### src/rtl/ram_burst_master.sv
// Burst master for a single-port RAM: one command moves len+1 beats
// between the write/read streams and consecutive (wrapping) RAM addresses.
module ram_burst_master #(
  parameter int ADDR_W = 3,
  parameter int DATA_W = 8
) (
  input  logic              clk,
  input  logic              rst,
  input  logic              cmd_valid,
  output logic              cmd_ready,
  input  logic              cmd_wr,
  input  logic [ADDR_W-1:0] cmd_addr,
  input  logic [ADDR_W-1:0] cmd_len,
  input  logic              wdata_valid,
  input  logic [DATA_W-1:0] wdata,
  output logic              wdata_ready,
  output logic              rdata_valid,
  output logic [DATA_W-1:0] rdata,
  output logic              done,
  output logic              ram_wr,
  output logic              ram_rd,
  output logic [ADDR_W-1:0] ram_addr,
  output logic [DATA_W-1:0] ram_din,
  input  logic [DATA_W-1:0] ram_dout
);

  typedef enum logic [1:0] {
    IDLE,
    WRITE,
    READ,
    DONE
  } state_t;

  state_t            state_q, state_d;
  logic [ADDR_W-1:0] cur_addr_q, cur_addr_d;
  logic [ADDR_W-1:0] remaining_q, remaining_d;
  logic [DATA_W-1:0] rdata_q, rdata_d;
  logic              rvalid_q, rvalid_d;
  logic              beat;

  // A beat is a write handshake or any read cycle.
  assign beat = (state_q == WRITE && wdata_valid) ||
                (state_q == READ);

  always_comb begin
    state_d     = state_q;
    cur_addr_d  = cur_addr_q;
    remaining_d = remaining_q;
    rdata_d     = rdata_q;
    rvalid_d    = 1'b0;
    unique case (state_q)
      IDLE: begin
        if (cmd_valid) begin
          cur_addr_d  = cmd_addr;
          remaining_d = cmd_len;
          state_d     = cmd_wr ? WRITE : READ;
        end
      end
      WRITE: ;
      READ: begin
        rdata_d  = ram_dout;
        rvalid_d = 1'b1;
      end
      DONE: state_d = IDLE;
      default: state_d = IDLE;
    endcase
    if (beat) begin
      cur_addr_d  = cur_addr_q + ADDR_W'(1);
      remaining_d = remaining_q - ADDR_W'(1);
      if (remaining_q == '0) state_d = DONE;
    end
  end

  always_ff @(posedge clk) begin
    if (rst) begin
      state_q     <= IDLE;
      cur_addr_q  <= '0;
      remaining_q <= '0;
      rdata_q     <= '0;
      rvalid_q    <= 1'b0;
    end else begin
      state_q     <= state_d;
      cur_addr_q  <= cur_addr_d;
      remaining_q <= remaining_d;
      rdata_q     <= rdata_d;
      rvalid_q    <= rvalid_d;
    end
  end

  // Strobes are gated by rst so a reset cycle never touches the RAM.
  assign cmd_ready   = !rst && state_q == IDLE;
  assign wdata_ready = !rst && state_q == WRITE;
  assign ram_wr      = !rst && state_q == WRITE && wdata_valid;
  assign ram_rd      = !rst && state_q == READ;
  assign done        = !rst && state_q == DONE;
  assign rdata_valid = !rst && rvalid_q;
  assign rdata       = rdata_q;
  assign ram_addr    = (!rst && (state_q == WRITE || state_q == READ))
                       ? cur_addr_q : '0;
  assign ram_din     = (!rst && state_q == WRITE) ? wdata : '0;

endmodule

### config.mk
export PLATFORM = sky130hd
export DESIGN_NAME = ram_burst_master
export DESIGN_NICKNAME = d
export VERILOG_FILES = /design/src/rtl/ram_burst_master.sv
export SDC_FILE = /design/constraint.sdc
export NUM_CORES = 1
export LEC_CHECK = 0
export ABC_AREA = 0
export BUFFER_PORTS_ARGS = -buffer_cell sky130_fd_sc_hd__buf_2
export CAP_MARGIN = 20
export CORE_ASPECT_RATIO = 0.9
export CORE_MARGIN = 5
export CORE_UTILIZATION = 43
export DETAILED_ROUTE_END_ITERATION = 16
export PLACE_DENSITY_LB_ADDON = 0.25
export SYNTH_ARGS = -nofsm -noshare
export SYNTH_HDL_FRONTEND = slang
export SYNTH_SLANG_ARGS = --single-unit
### constraint.sdc
create_clock -name clk -period 1.7 [get_ports clk]
set_input_delay 0.255 -clock clk [delete_from_list [all_inputs] [get_ports clk]]
set_output_delay 0.255 -clock clk [all_outputs]
set_load 0.01 [all_outputs]
== After elaboration in Yosys (flattened, before gate mapping) ==
Index checks and enable logic that the tools add are counted.
W data, S select, Z words.

* Add/sub/neg operators: 2
* Equal/unequal tests: 3
* Multiplexer cells: 14
* Reductions and logical operators: 16

{| class="wikitable"
|+ Operator list
! cell !! number
|-
| $mux W3 || 7
|-
| $logic_and A1 B1 Y1 || 8
|-
| $mux W2 || 4
|-
| $mux W8 || 1
|-
| $eq A2 B2 Y1 const B || 2
|-
| $pmux W2 S2 || 1
|-
| $reduce_bool A2 Y1 || 2
|-
| $add A3 B1 Y3 const B || 1
|-
| $logic_not A3 Y1 || 1
|-
| $sub A3 B1 Y3 const B || 1
|-
| $eq A2 B1 Y1 const B || 1
|-
| $logic_not A2 Y1 || 1
|-
| $logic_or A1 B1 Y1 || 2
|-
| $reduce_and A2 Y1 || 1
|-
| $logic_not A1 Y1 || 1
|-
| $mux W1 || 1
|}

* Bits in registers: 17
* Output and inout port bits: 25

== Logic depth before layout (Yosys ltp) ==
* Depth in word-level cells: 5
* Mapped depth: 6
* Depth with buffers taken out: 5

== Least setup slack after synthesis ==
No wires, ideal clock.

* Path type: register to output
* From: register state_q[1]
* To: output ram_din[0]
* Arrival time: 1.176 ns
* Slack: 0.269 ns
* Stages on the path, launching flop included: 6
* Buffers on the path: 1
* Path through: dfxtp_1 > inv_1 > ha_1 > nor2b_1 > clkbuf_1 > and2_1

* Longest elaborated chain between the ends: 3

{| class="wikitable"
|+ Ends and longest elaborated chain
! what !! RTL line !! text
|-
| from (decl) || 34 || <nowiki>state_t state_q, state_d;</nowiki>
|-
| from (signal assigned) || 82 || <nowiki>state_q <= state_d;</nowiki>
|-
| $eq A2 B1 Y1 || -- ||
|-
| $logic_and A1 B1 Y1 || -- ||
|-
| via wdata_ready || 16 || <nowiki>output logic wdata_ready,</nowiki>
|-
| $mux W8 || 100 || <nowiki>assign ram_din = (!rst && state_q == WRITE) ? wdata : '0;</nowiki>
|-
| to (decl) || 23 || <nowiki>output logic [DATA_W-1:0] ram_din,</nowiki>
|}

The timed path passes the listed nets, and every way through them passes these cells.

== Final worst setup path ==
* From: register state_q[0]
* To: output ram_din[2]

* Longest elaborated chain between the ends: 3

{| class="wikitable"
|+ Ends and longest elaborated chain
! what !! RTL line
|-
| $eq A2 B1 Y1 || 100
|-
| $logic_and A1 B1 Y1 || 100
|-
| $mux W8 || 100
|}

Every way passes these cells.

==> run summary <==
Ratio of final minimum period to clock period = 95.8%
Synth Area in Simple Gates = 24.8%
Fin area = 1330 um^2
Routability cong. = 0.724
Worst Setup EP = ram_din[2]
Worst Path Buf+Inv = 2
Final #Nets = 198
CP peak stage delay = 0.34 ns
Worst-path fanout max = 5
Largest cells by area after synthesis = dfxtp_1 (36%), ha_1 (10%), mux2i_1 (8.4%), and2_1 (7.2%), nor2b_1 (5.9%)
Antenna cells = 0
Routed wire length = 2.38 mm
FP Rows = 16
Max Fclk = 614 MHz
Hold violation total from the final report = 0
Reg-to-reg endpoint = remaining_q[0]
# setup viols final = 0
Status = complete, no violations
P per Cell Area = 1420 nW/um^2
Die area = 3260 um^2
IO Pins = 52
Area Growth Syn to Fin = 39.1%
Post-DP HPWL = 1.83 mm
Core Region = 2140 um^2
# port buffers = 51
Largest family of logic cells by synthesized area = simple AND/OR/NAND/NOR gates
# clock sinks = 17
Overall routing resource usage = 14.6%
Critical path class = flop to output pin
CP Launch Type = flop
Via density per instance = 5.08
Tmin final = 1.63 ns
Root Driver = clkbuf_4
Main flop type after synthesis = dfxtp_1
Clock buffer depth = 2
Largest net degree at the start of global routing = 14
Crit. path cell count = 5
Crit-path leading delay family = flip-flops
Most common cell in the netlist = dfxtp_1
Compound-gate portion of the synthesized area = 13.2%
Fillers = 173
Final Slew Violations = 0
Synthesized netlist net count = 143
Max Cap Viol = 0
DRC viols = 0
Hold crit path type = input pin to flop
First DRT Iteration DRCs = 29
Hold Buf Count CTS = 0
Clock Latency Late Sink = 0.29 ns
CP required = 1.44 ns
Grt ovf = 0
Share of cells above drive strength 1 = 43.8%
Mean routed wirelength per cell = 12.6 um
Vias = 961
CP Data Arrival Time = 1.37 ns
CTS tree = done
Number of synthesized register bits = 17
Synth top cells by count = dfxtp_1 (17), and2_1 (11), nor2_1 (10)
Starting density of the core = 44.6%
Synth warn = 0
Depth of the CTS H-tree = 1
Worst path cell trace = buf_4 > ha_4 > nor2b_4 > and2_1 > buf_2
Crit end category = output pin
Die width = 59.7 um
Tot Pwr = 0.00188 W
Global-route wire length before repair = 3.59 mm
Post-route ant nets = 0
Post-synthesis xor/xnor area fraction = 0%
Multiplexer share of the synthesized area = 9.96%
Reg2reg setup slack = 0.20 ns
Slew headroom = 75.1%
FF-to-FF Start = state_q[1]
Worst vdd ir = 0.000834 V
Initial antenna violation count = 0
Critical Path Source = state_q[0]
CTS buffer count = 3
Adder-Cell Fraction of Synth Area = 10.5%
Area share of the largest cell type after synthesis = 35.6%
Worst slew pin tran = 0.374 ns
Drt first pass iters = 4
Mean Syn Cell Area = 8.84 um^2
Sequential element share of the synthesized area = 35.6%
Leak = 0.647 nW
Cell variety after synth = 25
Slowest-stage cell, CP = dfxtp_2
Clk_skew = 0.000858 ns
Vias in the first global route = 826
Post-Syn Area = 955 um^2
Async SR Flop Fraction = 0%
DP Area = 1220 um^2
Cells after Synth = 108
Yosys top cell by area = dfxtp_1
R2R depth = 5
EDFF count, synth = 0
Die H = 54.7 um
Clock Pin Slew Worst Setup and Hold Paths = 0.10 ns
-- power by group --
group | total, W | leakage [nW] | internal (W) | switching [W]
clock | 0.000217 | 0.0177 | 0.0000877 | 0.000130
combinational | 0.00107 | 0.489 | 0.000533 | 0.000538
sequential | 0.000595 | 0.140 | 0.000522 | 0.0000728
total | 0.00188 | 0.647 | 0.00114 | 0.000740
-- cell type report --
| type | instances | area (um^2) | area share [%] |
|---|---|---|---|
| Inverter | 5 | 18.8 | 1.41 |
| Clock inverter | 1 | 5.00 | 0.377 |
| Timing Repair Buffer | 56 | 293 | 22.1 |
| Sequential cell | 17 | 343 | 25.8 |
| Tap cell | 27 | 33.8 | 2.54 |
| Multi-Input combinational cell | 80 | 612 | 46.1 |
| Clock buffer | 3 | 22.5 | 1.70 |
-- what timing repair did --
| action | 4_1_cts | 5_1_grt |
|---|---|---|
| setup buffers | 2 | 1 |
| gates resized for setup | 8 | 4 |
| pin swaps | 0 | 5 |
| cloned | 1 | 0 |
| endpoints found under the setup margin | 13 | 11 |
-- sequential cells by signal (all words and copies together), names as in the netlist --
name         flops
rvalid_q         1
remaining_q      3
rdata            8
cur_addr_q       3
state_q          2
-- cells by family after synthesis --
family / Yosys count
AO/OA/AOI/OAI: 18
adder cells (fa/ha/maj): 8
buffers and inverters: 12
flip-flops: 17
multiplexers: 9
AND/OR/NAND/NOR: 44
-- metrics by stage --
stage / setup slack [ns] / TNS (ns) / util, % / hold slack, ns / cells
2_1_floorplan: 0.269 / 0 / - / 0.327 / 108
3_3_place_gp: 0.197 / 0 / 57.0 / 0.461 / 181
3_5_place_dp: 0.112 / 0 / 57.0 / 0.480 / 181
4_1_cts: 0.00213 / 0 / 60.7 / 0.195 / 188
5_1_grt: -0.000119 / -0.000119 / 62.0 / 0.189 / 189
6_report: 0.0722 / 0 / 62.0 / 0.196 / 189
-- layer usage --
metal	track usage [%]	vias to the layer above	part of all wire (%)
li1	-	480	-
met1	17.7	426	42
met2	23.6	50	44
met3	3.77	5	12
met4	7.75	0	1.9
met5	0	-	0
-- worst min path at each step --
stage | startpoint | endpoint | slack, ns | cells after the start
after detailed placement | remaining_q[0] | remaining_q[0] | 0.48 | 1
after floorplan | rst | rvalid_q | 0.33 | 1
after global placement | remaining_q[0] | remaining_q[0] | 0.46 | 1
final | ram_dout[2] | rdata[2] | 0.20 | 3
after global routing | ram_dout[0] | rdata[0] | 0.19 | 3
after CTS | ram_dout[1] | rdata[1] | 0.19 | 3
-- worst register-to-register path, cell delays in order (launching register included) --
cell	delay (ns)
dfxtp_2	0.34
buf_4	0.14
ha_1	0.21
a21oi_1	0.32
o21ai_0	0.16
a211oi_1	0.26
-- layout by cell type (no fill, tap or decap), types with 2 or more instances in the layout --
cell type	n
a211oi_1	2
dfxtp_1	15
inv_2	2
clkbuf_4	3
nand2_1	5
ha_1	6
mux2i_1	8
nor2b_1	7
a21oi_1	3
a311oi_1	3
buf_4	5
buf_2	51
a31oi_1	2
o21ai_0	4
nor2b_4	3
ha_4	2
a221oi_1	2
dfxtp_2	2
nor2_1	10
nand3_1	5
inv_1	3
and2_1	11
No activity file was read; power rests on OpenSTA's default activity.
